<file path="src/rtl/camera_stream_pkg.sv">
// camera_stream_pkg
// Shared definitions for the synthetic camera stream source: FSM state
// encoding, test-pattern select codes, the eight RGB565 colour-bar colours
// and small helpers that map a bar index or an 8-bit gray level to RGB565.
package camera_stream_pkg;

  typedef enum logic [2:0] {
    ST_IDLE    = 3'd0,
    ST_VSYNC   = 3'd1,
    ST_V_BACK  = 3'd2,
    ST_ACTIVE  = 3'd3,
    ST_H_BLNK  = 3'd4,
    ST_V_FRONT = 3'd5
  } cam_state_e;

  localparam logic [1:0] PAT_BARS  = 2'b00;
  localparam logic [1:0] PAT_RAMP  = 2'b01;
  localparam logic [1:0] PAT_CHECK = 2'b10;
  localparam logic [1:0] PAT_MOVE  = 2'b11;

  localparam logic [15:0] RGB_WHITE   = 16'hFFFF;
  localparam logic [15:0] RGB_YELLOW  = 16'hFFE0;
  localparam logic [15:0] RGB_CYAN    = 16'h07FF;
  localparam logic [15:0] RGB_GREEN   = 16'h07E0;
  localparam logic [15:0] RGB_MAGENTA = 16'hF81F;
  localparam logic [15:0] RGB_RED     = 16'hF800;
  localparam logic [15:0] RGB_BLUE    = 16'h001F;
  localparam logic [15:0] RGB_BLACK   = 16'h0000;

  // Colour of bar 0..7, left to right.
  function automatic logic [15:0] bar_color(input logic [2:0] idx);
    logic [15:0] c;
    case (idx)
      3'd0:    c = RGB_WHITE;
      3'd1:    c = RGB_YELLOW;
      3'd2:    c = RGB_CYAN;
      3'd3:    c = RGB_GREEN;
      3'd4:    c = RGB_MAGENTA;
      3'd5:    c = RGB_RED;
      3'd6:    c = RGB_BLUE;
      default: c = RGB_BLACK;
    endcase
    return c;
  endfunction

  // 8-bit gray level expanded to RGB565 (top 5/6/5 bits of the level).
  function automatic logic [15:0] gray565(input logic [7:0] g);
    return {g[7:3], g[7:2], g[7:3]};
  endfunction

endpackage

</file>
<file path="src/rtl/stream_pattern_gen.sv">
// stream_pattern_gen
// Combinational test-pattern generator for one pixel.
// Ports:
//   pattern  in  2   pattern select (bars / gray ramp / checker / moving bar)
//   col      in  16  column of the pixel within the active row
//   row_b3   in  1   bit 3 of the row index (all the checkerboard needs)
//   bar      in  3   colour-bar index for this column, kept by the caller
//   xpos     in  16  left edge of the moving bar for the current frame
//   rgb565   out 16  pixel colour
module stream_pattern_gen
  import camera_stream_pkg::*;
#(
  parameter int BAR_STEP = 4
) (
  input  logic [1:0]  pattern,
  input  logic [15:0] col,
  input  logic        row_b3,
  input  logic [2:0]  bar,
  input  logic [15:0] xpos,
  output logic [15:0] rgb565
);

  logic [16:0] bar_end;
  logic        in_bar;

  always_comb begin
    // One extra bit so xpos+BAR_STEP cannot wrap near the right edge.
    bar_end = {1'b0, xpos} + 17'(BAR_STEP);
    in_bar  = (col >= xpos) && ({1'b0, col} < bar_end);
    case (pattern)
      PAT_BARS:  rgb565 = bar_color(bar);
      PAT_RAMP:  rgb565 = gray565(col[7:0]);
      PAT_CHECK: rgb565 = (col[3] ^ row_b3) ? RGB_WHITE : RGB_BLACK;
      default:   rgb565 = in_bar ? RGB_WHITE : RGB_BLACK;
    endcase
  end

endmodule

</file>
<file path="src/rtl/camera_stream_gen.sv">
// camera_stream_gen
// Synthetic camera source producing href/vsync/RGB565 frame timing at one
// pixel per clock: vsync pulse, back porch, active rows separated by
// horizontal blanking, front porch. Active pixels carry a test pattern
// latched at the start of each frame.
// Ports:
//   clk          in  1   system clock
//   rst          in  1   synchronous active-high reset
//   enable       in  1   run frames; looked at only in IDLE and at frame end
//   pattern_sel  in  2   test pattern for the next frame
//   href         out 1   high during active pixels
//   vsync        out 1   high during the vsync period
//   pixel_out    out 16  RGB565 pixel, zero whenever href is low
//   frame_done   out 1   one-cycle pulse as each frame ends
//   frame_count  out 8   completed frames, wrapping
//   busy         out 1   high whenever not idle
module camera_stream_gen
  import camera_stream_pkg::*;
#(
  parameter int IMG_WIDTH     = 640,
  parameter int IMG_HEIGHT    = 480,
  parameter int H_BLANK       = 160,
  parameter int VSYNC_LINES   = 3,
  parameter int V_BACK_LINES  = 17,
  parameter int V_FRONT_LINES = 10,
  parameter int BAR_STEP      = 4
) (
  input  logic        clk,
  input  logic        rst,
  input  logic        enable,
  input  logic [1:0]  pattern_sel,
  output logic        href,
  output logic        vsync,
  output logic [15:0] pixel_out,
  output logic        frame_done,
  output logic [7:0]  frame_count,
  output logic        busy
);

  localparam int LINE_PERIOD = IMG_WIDTH + H_BLANK;

  localparam logic [23:0] VS_LAST  = 24'(VSYNC_LINES * LINE_PERIOD - 1);
  localparam logic [23:0] VB_LAST  = 24'(V_BACK_LINES * LINE_PERIOD - 1);
  localparam logic [23:0] VF_LAST  = 24'(V_FRONT_LINES * LINE_PERIOD - 1);
  localparam logic [23:0] HB_LAST  = 24'(H_BLANK - 1);
  localparam logic [15:0] COL_LAST = 16'(IMG_WIDTH - 1);
  localparam logic [15:0] ROW_LAST = 16'(IMG_HEIGHT - 1);
  localparam logic [15:0] BARW_LAST = 16'(IMG_WIDTH / 8 - 1);

  cam_state_e  state_q, state_d;
  logic [23:0] cnt_q, cnt_d;
  logic [15:0] col_q, col_d;
  logic [15:0] row_q, row_d;
  logic [2:0]  bar_q, bar_d;
  logic [15:0] bar_cnt_q, bar_cnt_d;
  logic [15:0] xpos_q, xpos_d;
  logic [1:0]  pat_q, pat_d;
  logic        href_q, href_d;
  logic        vsync_q, vsync_d;
  logic [15:0] pixel_q, pixel_d;
  logic        frame_done_q, frame_done_d;
  logic [7:0]  frame_count_q, frame_count_d;
  logic        busy_q, busy_d;
  logic [16:0] xpos_sum;
  logic [15:0] pat_rgb;

  // Pattern is evaluated on the next-cycle coordinates so the registered
  // pixel lines up with the registered href.
  stream_pattern_gen #(
    .BAR_STEP (BAR_STEP)
  ) u_pattern (
    .pattern (pat_d),
    .col     (col_d),
    .row_b3  (row_d[3]),
    .bar     (bar_d),
    .xpos    (xpos_q),
    .rgb565  (pat_rgb)
  );

  always_comb begin
    state_d       = state_q;
    cnt_d         = cnt_q;
    col_d         = col_q;
    row_d         = row_q;
    bar_d         = bar_q;
    bar_cnt_d     = bar_cnt_q;
    xpos_d        = xpos_q;
    pat_d         = pat_q;
    frame_count_d = frame_count_q;
    frame_done_d  = 1'b0;
    xpos_sum      = {1'b0, xpos_q} + 17'(BAR_STEP);

    case (state_q)
      ST_IDLE: begin
        if (enable) begin
          state_d = ST_VSYNC;
          cnt_d   = '0;
          pat_d   = pattern_sel;
        end
      end
      ST_VSYNC: begin
        if (cnt_q == VS_LAST) begin
          state_d = ST_V_BACK;
          cnt_d   = '0;
        end else begin
          cnt_d = cnt_q + 24'd1;
        end
      end
      ST_V_BACK: begin
        if (cnt_q == VB_LAST) begin
          state_d   = ST_ACTIVE;
          col_d     = '0;
          row_d     = '0;
          bar_d     = '0;
          bar_cnt_d = '0;
        end else begin
          cnt_d = cnt_q + 24'd1;
        end
      end
      ST_ACTIVE: begin
        if (col_q == COL_LAST) begin
          state_d = ST_H_BLNK;
          cnt_d   = '0;
        end else begin
          col_d = col_q + 16'd1;
          // Bar index advances every IMG_WIDTH/8 columns instead of dividing.
          if (bar_cnt_q == BARW_LAST) begin
            bar_cnt_d = '0;
            if (bar_q != 3'd7) bar_d = bar_q + 3'd1;
          end else begin
            bar_cnt_d = bar_cnt_q + 16'd1;
          end
        end
      end
      ST_H_BLNK: begin
        if (cnt_q == HB_LAST) begin
          if (row_q == ROW_LAST) begin
            state_d = ST_V_FRONT;
            cnt_d   = '0;
          end else begin
            state_d   = ST_ACTIVE;
            row_d     = row_q + 16'd1;
            col_d     = '0;
            bar_d     = '0;
            bar_cnt_d = '0;
          end
        end else begin
          cnt_d = cnt_q + 24'd1;
        end
      end
      ST_V_FRONT: begin
        if (cnt_q == VF_LAST) begin
          frame_done_d  = 1'b1;
          frame_count_d = frame_count_q + 8'd1;
          xpos_d        = (xpos_sum >= 17'(IMG_WIDTH)) ? 16'd0 : xpos_sum[15:0];
          cnt_d         = '0;
          if (enable) begin
            state_d = ST_VSYNC;
            pat_d   = pattern_sel;
          end else begin
            state_d = ST_IDLE;
          end
        end else begin
          cnt_d = cnt_q + 24'd1;
        end
      end
      default: state_d = ST_IDLE;
    endcase

    // Outputs are decoded from the next state so they register in step with it.
    href_d  = (state_d == ST_ACTIVE);
    vsync_d = (state_d == ST_VSYNC);
    busy_d  = (state_d != ST_IDLE);
    pixel_d = href_d ? pat_rgb : 16'h0000;
  end

  always_ff @(posedge clk) begin
    if (rst) begin
      state_q       <= ST_IDLE;
      cnt_q         <= '0;
      col_q         <= '0;
      row_q         <= '0;
      bar_q         <= '0;
      bar_cnt_q     <= '0;
      xpos_q        <= '0;
      pat_q         <= PAT_BARS;
      href_q        <= 1'b0;
      vsync_q       <= 1'b0;
      pixel_q       <= '0;
      frame_done_q  <= 1'b0;
      frame_count_q <= '0;
      busy_q        <= 1'b0;
    end else begin
      state_q       <= state_d;
      cnt_q         <= cnt_d;
      col_q         <= col_d;
      row_q         <= row_d;
      bar_q         <= bar_d;
      bar_cnt_q     <= bar_cnt_d;
      xpos_q        <= xpos_d;
      pat_q         <= pat_d;
      href_q        <= href_d;
      vsync_q       <= vsync_d;
      pixel_q       <= pixel_d;
      frame_done_q  <= frame_done_d;
      frame_count_q <= frame_count_d;
      busy_q        <= busy_d;
    end
  end

  assign href        = href_q;
  assign vsync       = vsync_q;
  assign pixel_out   = pixel_q;
  assign frame_done  = frame_done_q;
  assign frame_count = frame_count_q;
  assign busy        = busy_q;

endmodule

</file>
<file path="config.mk">
export PLATFORM = sky130hd
export DESIGN_NAME = camera_stream_gen
export DESIGN_NICKNAME = d
export VERILOG_FILES = /design/src/rtl/camera_stream_pkg.sv /design/src/rtl/stream_pattern_gen.sv /design/src/rtl/camera_stream_gen.sv
export SDC_FILE = /design/constraint.sdc
export NUM_CORES = 1
export LEC_CHECK = 0
export ABC_AREA = 1
export CAP_MARGIN = 15
export CELL_PAD_IN_SITES_DETAIL_PLACEMENT = 0
export CELL_PAD_IN_SITES_GLOBAL_PLACEMENT = 1
export CORE_ASPECT_RATIO = 0.5
export CORE_MARGIN = 5
export CORE_UTILIZATION = 30
export DETAILED_ROUTE_END_ITERATION = 10
export PLACE_DENSITY = 0.69
export SLEW_MARGIN = 0
export SYNTH_ARGS = -nofsm -noshare
export SYNTH_HDL_FRONTEND = slang
export SYNTH_SLANG_ARGS = --single-unit
</file>
<file path="constraint.sdc">
create_clock -name clk -period 3.9 [get_ports clk]
set_clock_uncertainty 0.15 [all_clocks]
set_input_delay 1.17 -clock clk [delete_from_list [all_inputs] [get_ports clk]]
set_output_delay 1.17 -clock clk [all_outputs]
set_load 0.005 [all_outputs]
</file>
==> impl_metrics.ini, run 1 <==
[layout]
syn_to_final_growth_pct = 16.90
antennaDiodeCount = 0
drive_above_1_share_pct = 8.548
final_net_count = 1233
final_common_cell = nand2_1
finalNonFillerCells = 1549
mostFrequentLayoutCells = nand2_1, nor2_1, inv_1

[sta]
slew_violations = 0
fin_crit_sh_pct = 90.67
tightest_slew_ps = 643.2
worst_slack_ps = 363.8
finalCriticalPeriod_ps = 3536
fin_setup_tns_ps = 0
max-slew-margin-rel_pct = 56.79
finalSetupViolCount = 0
rsz0062_at_grt = no
final_hold_viol_count = 0
fmax_ghz = 0.2828

[floorplanning]
core_mm2 = 0.02519
fp.dieArea_mm2 = 0.02909
initial_utilization_pct = 30.48
die_h_um = 123.1
die_x_um = 236.2
ios = 33
rows = 41

[place]
place_ws_ps = 314.0
io_buffers = 32
hpwl_um = 15910
place_congestion = 0.8534
dpl.cell_count = 1517

[logic_synthesis]
synth-async-reset-ratio_pct = 0
synth_cell_type_count = 50
syn_nets = 1199
yosysWarnings = 0
synthesis.area_mm2 = 0.007677
synthCells = 1158
synth-seq-cells = 122
seq_area_frac_synth_pct = 31.81
avgSynthCellArea_um2 = 6.630
synth_ff_type = dfxtp_1
synth-edff-count = 0

[worst_setup_path]
path_common_cell = nand2_1
criticalPathCategory = register to register
cp.buffers_inverters = 0
crit_cells = 23
critical-path-top-delay-family = simple AND/OR/NAND/NOR gates
timing.rr.start = cnt_q[0]
cp-startpoint = cnt_q[0]
regToRegEndpoint = pixel_out[15]
worstPathArrival_ps = 3740
crit_path_end_kind = register
required_ps = 4110
path_cells = ha_1 -> nand2_1 -> nor2_4 -> nand3_2 -> nor2_4 -> nand3_2 -> nand2_2 -> nand2_2 -> a22oi_1 -> nor2_1 -> ha_1 -> a21oi_1 -> o21a_1 -> nand2_1 -> nand2_1 -> nand2_1 -> nand2_1 -> nand2_1 -> nand2_1 -> nand2_1 -> nand2_1 -> nand3_4 -> a21oi_1
cp-endpoint = pixel_out[15]
slowest_stage = dfxtp_1
worst_setup_path_start_kind = register
cp_max_fo = 16
max_stage_delay_ps = 400
reg2reg_depth = 23
r2r_slack_ps = 360

[routing]
route.detailed.drc = 0
drt_iter0_drc = 534
ant_nets = 0
firstDrtPassIters = 6
drt-vias-per-instance = 4.799
wl_um = 21320
via_count = 7433
wl_per_cell_um = 13.76

[grt]
antenna_found_initial = 0
grt_max_degree = 28
grt_pass1_wl_um = 35260
grt_overflow = 0
track_usage_pct = 14.86
grt_pass1_vias = 7089

[clocking]
clockBufferDepth = 2
insertion_delay_ps = 440
post_cts_buffers = 0
cts_max_level = 4
root_buffer = clkbuf_16
clock-sinks = 122
cts_tree = built
cts_buffers = 17
clk_pin_slew_worst_paths_ps = 70

[power]
p_int_mw = 2.197
leakage_nw = 3.631
ir_drop_uv = 287.9
power_switching_mw = 0.7884
powerDensity_mw_per_mm2 = 332.7
power_frac_comb_pct = 3.6
power_frac_seq_pct = 42.0
pwr-share-clk_pct = 54.4
swShare_pct = 26.41

[job]
cap_viol_max_count = 0

[min_path]
hp-class = register to register

[run_status]
status = finished, final reports clean
==> sequential cells by signal, indices dropped and copies added, names as in the netlist, 2 cells and up <==
| name | flops |
|---|---|
| bar_cnt_q | 16 |
| bar_q | 3 |
| cnt_q | 24 |
| col_q | 16 |
| frame_count | 8 |
| pat_q | 2 |
| pixel_out | 16 |
| row_q | 16 |
| state_q | 3 |
| xpos_q | 14 |
==> how the worst min path moves through the flow <==
stage                         startpoint              to  slack [ps]  cells after the start
after CTS                 frame_count[7]  frame_count[7]         320                      2
final                     frame_count[7]  frame_count[7]         320                      2
after global routing      frame_count[7]  frame_count[7]         340                      2
after detailed placement   bar_cnt_q[15]   bar_cnt_q[15]         300                      1
after floorplan            bar_cnt_q[15]   bar_cnt_q[15]         290                      1
after global placement     bar_cnt_q[15]   bar_cnt_q[15]         300                      1
==> layer usage <==
metal / GRT usage, % / vias to the layer above / wire length, µm
met4: 4.035 / 0 / 210
met1: 19.90 / 3431 / 10720
met3: 3.432 / 13 / 738
li1: - / 3871 / -
met5: 0 / - / 0
met2: 24.41 / 118 / 9651
==> what timing repair did <==
item / CTS / global route
endpoints found under the hold margin: 0 / 0
endpoints found under the setup margin: 0 / 16
hold buffers: 0 / 0
resized for setup: 0 / 1
==> power groups by stage <==
stage                     sequential (mW)  combinational, mW  clock (mW)
after floorplan                      1.28             0.0753           0
after detailed placement             1.28              0.107           0
after global placement               1.28              0.107           0
after CTS                            1.25              0.107        1.68
final                                1.25              0.107        1.63
after global routing                 1.25              0.119        1.73
==> layout make-up <==
| cell class | instances | area, µm² |
|---|---|---|
| Clock buffer | 17 | 425.4 |
| Clock inverter | 15 | 173.9 |
| Fill cell | 2651 | 16210 |
| Inverter | 157 | 591.8 |
| Multi-Input combinational cell | 851 | 4513 |
| Sequential cell | 122 | 2442 |
| Tap cell | 344 | 430.4 |
| Timing Repair Buffer | 43 | 397.9 |
==> synth_stat cells, types with 3 or more instances <==
master | count | share of area (%)
a21oi_1 | 90 | 5.9
nand2_1 | 240 | 12
o21ai_0 | 48 | 3.1
nor2_4 | 5 | 0.73
ha_1 | 36 | 5.9
o211ai_1 | 6 | 0.59
nand2_2 | 12 | 0.98
xor2_1 | 31 | 3.5
a31oi_1 | 5 | 0.41
xnor2_1 | 5 | 0.57
nand3_2 | 8 | 1.0
nor2_1 | 151 | 7.4
dfxtp_1 | 122 | 32
buf_2 | 11 | 0.72
nor3_1 | 52 | 3.4
a211oi_1 | 3 | 0.29
nor2_2 | 11 | 0.90
clkbuf_1 | 13 | 0.64
a41oi_1 | 9 | 1.0
o21a_1 | 4 | 0.39
nand3_1 | 72 | 4.7
inv_2 | 12 | 0.59
o21ai_1 | 3 | 0.20
nand4_1 | 31 | 2.5
inv_1 | 142 | 6.9
==> cells by family after synthesis <==
family	after synthesis	share of synthesized area, %
AOI/OAI and AO/OA	182	13.40
buffers and inverters	185	9.501
and+or+nand+nor	595	35.02
xor gates and xnor gates	36	4.107
DFF	122	31.81
adders and majority gates	36	5.867
muxes	2	0.2933
==> stage by stage <==
stage,area [µm²],hold slack [ps],total power [mW],utilization (%)
CTS,8967,316.9,3.035,35.60
finish,8975,315.6,2.986,35.63
floorplan,7677,290.4,1.356,-
detailed placement,8368,303.9,1.388,33.22
global route,8975,343.7,3.103,35.63
global placement,8368,299.4,1.388,33.22
==> worst reg2reg max path: cells and delay by family, from the launching register on <==
family | cells | cell delay [ps]
AO/OA/AOI/OAI | 4 | 650
adder cells (fa/ha/maj) | 2 | 560
flip-flops | 1 | 400
AND/OR/NAND/NOR | 17 | 1710
Power figures use the tool's default switching activity.
==> run 2: changes to the inputs <==
--- a/config.mk
+++ b/config.mk
@@ -5,7 +5,7 @@
 export SDC_FILE = /design/constraint.sdc
 export NUM_CORES = 1
 export LEC_CHECK = 0
-export ABC_AREA = 1
+export ABC_AREA = 0
 export CAP_MARGIN = 15
 export CELL_PAD_IN_SITES_DETAIL_PLACEMENT = 0
 export CELL_PAD_IN_SITES_GLOBAL_PLACEMENT = 1
@@ -13,7 +13,7 @@
 export CORE_MARGIN = 5
 export CORE_UTILIZATION = 30
 export DETAILED_ROUTE_END_ITERATION = 10
-export PLACE_DENSITY = 0.69
+export PLACE_DENSITY = 0.67
 export SLEW_MARGIN = 0
 export SYNTH_ARGS = -nofsm -noshare
 export SYNTH_HDL_FRONTEND = slang
==> run 2 against run 1 <==
Synthesized area decreased by 10%. Maximum frequency decreased by 4.7%. Critical path depth decreased by 5. Clock power increased by 7%. Sequential share of layout area increased by 0.77 points. First-iteration DRC count decreased by 22%. Combinational power about the same. Final area decreased by 2.6%. Die area decreased by 9.7%. Synthesized cell count decreased by 28%. Worst hold slack improved by 12 ps. Worst setup slack got worse by 170 ps.
==> impl_metrics.ini, run 2 <==
[place]
hpwl_um = 13870
place_ws_ps = -66.85
io_buffers = 32
place_congestion = 0.8956
post_dp_cell_area_mm2 = 0.007905

[floorplanning]
die_x_um = 224.2
fp.dieArea_mm2 = 0.02626
die_h_um = 117.1
initial_utilization_pct = 30.33
core_mm2 = 0.02269
ios = 33
rows = 39

[power]
power_frac_seq_pct = 40.5
ir_drop_uv = 291.5
p_int_mw = 2.440
powerDensity_mw_per_mm2 = 355.2
power_frac_comb_pct = 3.4
swShare_pct = 21.41
power_mw = 3.105
pwr-share-clk_pct = 56.2
power_switching_mw = 0.6648
leakage_nw = 3.116

[logic_synthesis]
synth_most_common_cell = dfxtp_1
synth-edff-count = 0
synthCells = 829
yosys-top-cells-area = dfxtp_1, ha_1, nor2_1
syn_nets = 870
netlist.top_cell.by_area = dfxtp_1
synth_ff_type = dfxtp_1
netlist.area_leader.share_pct = 35.48
synth-seq-cells = 122
seq_area_frac_synth_pct = 35.48
yosysWarnings = 0
synth-async-reset-ratio_pct = 0
synthesis.area_mm2 = 0.006883
synthTopCellsByCount = dfxtp_1, nor2_1, nand2_1, a21oi_1, o21ai_0
synth_cell_type_count = 74
avgSynthCellArea_um2 = 8.303

[worst_setup_path]
reg2reg_depth = 18
criticalPathCategory = register to register
cp_max_fo = 6
r2r_slack_ps = 190
timing.rr.start = cnt_q[0]
required_ps = 4090
worst_setup_path_start_kind = register
crit_path_end_kind = register
regToRegEndpoint = pixel_out[6]
worstPathArrival_ps = 3900

[sta]
fin_setup_tns_ps = 0
finalCriticalPeriod_ps = 3711
max-slew-margin-rel_pct = 37.91
final_hold_viol_count = 0
slew_violations = 0
fin_crit_sh_pct = 95.16
fmax_ghz = 0.2695
tightest_slew_ps = 931.3
finalSetupViolCount = 0
worst_slack_ps = 188.9

[clocking]
root_buffer = clkbuf_16
clockBufferDepth = 2
cts_tree = built
cts_max_level = 4
clk_pin_slew_worst_paths_ps = 60
insertion_delay_ps = 420
cts_buffers = 17
clock-sinks = 122

[run_status]
status = finished, final reports clean

[routing]
ant_nets = 0
via_count = 6320
wl_um = 18840
drt-vias-per-instance = 5.117
drt_iter0_drc = 418
firstDrtPassIters = 7
wl_per_cell_um = 15.26
route.detailed.drc = 0

[grt]
grt_pass1_wl_um = 30570
antenna_found_initial = 0
grt_max_degree = 28
grt_overflow = 0
track_usage_pct = 14.43
grt_pass1_vias = 6085

[layout]
syn_to_final_growth_pct = 27.00
antennaDiodeCount = 0
multiInputGateArea_mm2 = 0.004308
final_net_count = 956
largest_register_ffs = 24
mostFrequentLayoutCells = dfxtp_1, nor2_1, nand2_1
largest_register = cnt_q
final_area_mm2 = 0.008741
final_common_cell = dfxtp_1
drive_above_1_share_pct = 16.81
n_fill_cell = 2306
fin_util_pct = 38.52
register_area_mm2 = 0.002446

[min_path]
whs_path_depth = 2
hp-class = register to register
min_from = row_q[7]
holdPathEnd = row_q[7]

[job]
cap_viol_max_count = 0
[run 2: per-stage QoR]
stage                     cells  hold WS [ps]
final                      1235         328.0
after global routing       1235         358.8
after CTS                  1233         332.0
after detailed placement   1200         324.6
after global placement     1200         308.0
after floorplan             829         298.4
[run 2: power by group through the flow]
| stage | combinational (mW) | clock [mW] | sequential [mW] |
|---|---|---|---|
| 2_1_floorplan | 0.0611 | 0 | 1.28 |
| 3_3_place_gp | 0.101 | 0 | 1.28 |
| 3_5_place_dp | 0.101 | 0 | 1.28 |
| 4_1_cts | 0.101 | 1.78 | 1.25 |
| 5_1_grt | 0.115 | 1.83 | 1.26 |
| 6_report | 0.104 | 1.74 | 1.26 |
[run 2: logic make-up (layout without fill, tap and decap cells)]
logic type | count (synthesis) | count (layout) | share of synthesized area (%)
AND/OR/NAND/NOR | 373 | 373 | 29.56
AO/OA/AOI/OAI | 172 | 172 | 16.49
flip-flops | 122 | 122 | 35.48
buffers and inverters | 67 | 166 | 4.272
XOR/XNOR | 52 | 52 | 6.617
adder cells (fa/ha/maj) | 36 | 36 | 6.544
multiplexers | 7 | 7 | 1.036
[run 2: routing by layer]
layer / GRT usage, % / share of wire, % / vias up / wire [µm]
met4: 4.499 / 1.3 / 0 / 247
met3: 3.015 / 3.1 / 16 / 588
met5: 0 / 0 / - / 0
met1: 19.11 / 50 / 3009 / 9369
met2: 24.02 / 46 / 91 / 8636
li1: - / - / 3204 / -
[run 2: worst max-delay path, cell delays in order, from the launching register on]
cell and delay [ps]:
dfxtp_2 350, ha_4 130, nand4bb_1 130, or4_4 580, o21ai_4 190, nor2_4 70
buf_4 160, o21ai_2 150, o31ai_2 90, buf_4 150, ha_1 310, o21ai_2 130
a21o_1 140, a41oi_2 40, o31ai_2 250, buf_4 180, a22oi_1 80, buf_4 180
a31oi_1 170
[run 2: worst max-delay path by stage]
stage	start	to	slack, ps	cells past startpoint
final	cnt_q[0]	pixel_out[6]	190	18
after global routing	cnt_q[0]	pixel_out[5]	-40	16
after CTS	cnt_q[1]	pixel_out[3]	10	17
after detailed placement	cnt_q[1]	pixel_out[3]	-70	17
after global placement	cnt_q[0]	pixel_out[10]	-80	17
after floorplan	cnt_q[0]	pixel_out[5]	180	15
[run 2: cell type report]
| type | instances | share of cell area, % |
|---|---|---|
| multi-input combinational | 640 | 49.28 |
| sequential | 122 | 27.98 |
| timing repair buffer | 99 | 9.462 |
| clock buffer | 21 | 5.153 |
| tap | 307 | 4.395 |
| clock inverter | 11 | 2.219 |
| inverter | 35 | 1.503 |
[run 2: what timing repair did]
action                     in CTS  in global routing
hold buffers                    0                  0
setup endpoints to repair      16                 16
gates resized for setup        10                 40
pin swaps                       2                 16
setup buffers                   1                  2
==> run 3: changes to the inputs <==
--- a/config.mk
+++ b/config.mk
@@ -12,9 +12,11 @@
 export CORE_ASPECT_RATIO = 0.5
 export CORE_MARGIN = 5
 export CORE_UTILIZATION = 30
+export CTS_CLUSTER_DIAMETER = 80
 export DETAILED_ROUTE_END_ITERATION = 10
 export PLACE_DENSITY = 0.67
 export SLEW_MARGIN = 0
 export SYNTH_ARGS = -nofsm -noshare
 export SYNTH_HDL_FRONTEND = slang
+export SYNTH_HIERARCHICAL = 1
 export SYNTH_SLANG_ARGS = --single-unit
==> run 3 against run 2 <==
The flow now finishes with violations (setup timing). Non-clock buffer count is 36 higher. Worst hold slack better by 20 ps. First-iteration DRC count is 4.1% higher. Global-route usage is 0.75 points higher. Maximum frequency is 8.2% lower. Synthesized area is 6.7% higher. Clock-buffer cell count stayed put. Power is 2.3% higher. Core utilization is 1.6 points higher. Register-to-register slack worse by 330 ps.
==> impl_metrics.ini, run 3 <==
[routing]
wl_um = 21200
firstDrtPassIters = 5
drt-vias-per-instance = 5.156
drt_iter0_drc = 435
wl_per_cell_um = 15.45
route.detailed.drc = 0
via_count = 7074
ant_nets = 0

[floorplanning]
die_x_um = 231.2
initial_utilization_pct = 30.56
core_mm2 = 0.02402
fp.dieArea_mm2 = 0.02789
ios = 33
die_h_um = 120.6
rows = 40

[logic_synthesis]
seq_area_frac_synth_pct = 33.27
yosys-top-cells-area = dfxtp_1, ha_1, nor2_1
synthTopCellsByCount = dfxtp_1, nor2_1, nand2_1, nand3_1, nor3_1
avgSynthCellArea_um2 = 7.970
synth_ff_type = dfxtp_1
synth_cell_type_count = 69
synth_most_common_cell = dfxtp_1
synth-edff-count = 0
netlist.area_leader.share_pct = 33.27
synth-async-reset-ratio_pct = 0
synth-seq-cells = 122
synthCells = 921
synthesis.area_mm2 = 0.007341
yosysWarnings = 6
netlist.top_cell.by_area = dfxtp_1

[worst_setup_path]
worstPathArrival_ps = 4250
worst_setup_path_start_kind = register
required_ps = 4110
slowest_stage = or4_4
critical-path-top-delay-family = compound AO/OA/AOI/OAI gates
cp_max_fo = 8
max_stage_delay_ps = 600
crit_path_end_kind = register
criticalPathCategory = register to register
path_cells = ha_4 -> nand4_1 -> or4_4 -> o31ai_4 -> buf_4 -> a21oi_4 -> o21ai_2 -> o31ai_4 -> ha_4 -> a21o_1 -> nand2_2 -> a311oi_2 -> a2111o_1 -> a211o_4 -> nand2_1 -> and2_1
cp.buffers_inverters = 1

[sta]
finalCriticalPeriod_ps = 4042
fin_crit_sh_pct = 103.6
max-slew-margin-rel_pct = 33.71
fmax_ghz = 0.2474
final_hold_viol_count = 0
rsz0062_at_grt = yes
slew_violations = 0
finalSetupViolCount = 16
worst_slack_ps = -141.6
tightest_slew_ps = 989.0

[grt]
grt_pass1_vias = 6658
antenna_found_initial = 0
use_met3_pct = 3.543
grt_pass1_wl_um = 34460
met2_usage_pct = 23.06
gr-usage-met1_pct = 21.46
grt_overflow = 0
track_usage_pct = 15.18
grt.busiest_layer = met2
grt_max_degree = 42

[power]
leakage_nw = 3.645
ir_drop_uv = 268.8
powerDensity_mw_per_mm2 = 329.7
power_mw = 3.175

[layout]
drive_above_1_share_pct = 18.35
largest_register_ffs = 24
final_net_count = 1088
final_common_cell = dfxtp_1
mostFrequentLayoutCells = dfxtp_1, nor2_1, buf_4
syn_to_final_growth_pct = 31.21
antennaDiodeCount = 0
largest_register = cnt_q

[clocking]
cts_max_level = 4
root_buffer = clkbuf_16
cts_tree = built
clock-sinks = 122
clk_pin_slew_worst_paths_ps = 60
clockBufferDepth = 2
cts_buffers = 17
insertion_delay_ps = 420
postCtsHoldBufs = 0

[run_status]
violations = setup timing
status = finished, violations left

[place]
place_ws_ps = -181.6
hpwl_um = 15160
io_buffers = 32
place_congestion = 0.8519

[job]
cap_viol_max_count = 0

[min_path]
hp-class = register to register
run 3: cell families after synthesis:
group	count (synthesis)	share of synthesized area [%]
other	1	0.05108
adder cells (fa/ha/maj)	39	6.647
XOR/XNOR	72	8.590
AND/OR/NAND/NOR	482	35.20
flip-flops	122	33.27
buffers and inverters	65	3.545
multiplexers	7	1.023
AO/OA/AOI/OAI	133	11.68
run 3: per-stage QoR:
step	setup TNS [ps]	area, µm²	hold WS [ps]	instances	util, %
6_report	-1562	9632	348.2	1372	40.09
3_5_place_dp	-2643	8552	329.5	1318	35.60
4_1_cts	0	9450	338.1	1368	39.34
5_1_grt	-3483	9632	363.8	1372	40.09
3_3_place_gp	-1771	8552	322.8	1318	35.60
2_1_floorplan	0	7353	304.4	922	-
run 3: worst paths after layout:
check	from	to	slack (ps)	cells after the start
hold / removal	row_q[4]	row_q[4]	350	2
setup / recovery	cnt_q[1]	pixel_out[4]	-140	16
setup reg to reg	cnt_q[1]	pixel_out[4]	-140	16
hold reg to reg	row_q[4]	row_q[4]	350	2
run 3: worst register-to-register path, cell delays in order (launching register included):
cell and delay [ps]:
dfxtp_2 350, ha_4 130, nand4_1 140, or4_4 600
o31ai_4 310, buf_4 190, a21oi_4 80, o21ai_2 190
o31ai_4 130, ha_4 250, a21o_1 190, nand2_2 70
a311oi_2 100, a2111o_1 480, a211o_4 420, nand2_1 100
and2_1 110
run 3: routing by layer:
metal  up-vias  routed length (µm)
met5         -                   0
li1       3555                   -
met4         0                 299
met2       133                9133
met1      3362               10860
met3        24                 909
run 3: where the power goes:
part / internal (mW) / switching (mW) / total [mW]
Sequential: 1.25 / 0.00247 / 1.26
Combinational: 0.0535 / 0.0868 / 0.140
Clock: 1.18 / 0.597 / 1.78
Total: 2.49 / 0.686 / 3.18
run 3: cell type report:
cell class	instances	area (µm²)
multi-input cells	737	4918
flip-flops and latches	122	2445
well taps	315	394.1
repair buffers	135	1096
inverters	31	116.4
clock buffers	21	470.5
clock inverters	11	191.4
fillers	2421	14390
run 3: what timing repair did:
| item | CTS | global route |
|---|---|---|
| pin swaps | 11 | 28 |
| buffers inserted | 16 | 4 |
| cloned | 2 | 0 |
| setup endpoints to repair | 16 | 18 |
| resized for setup | 16 | 36 |
| hold endpoints to repair | 0 | 0 |
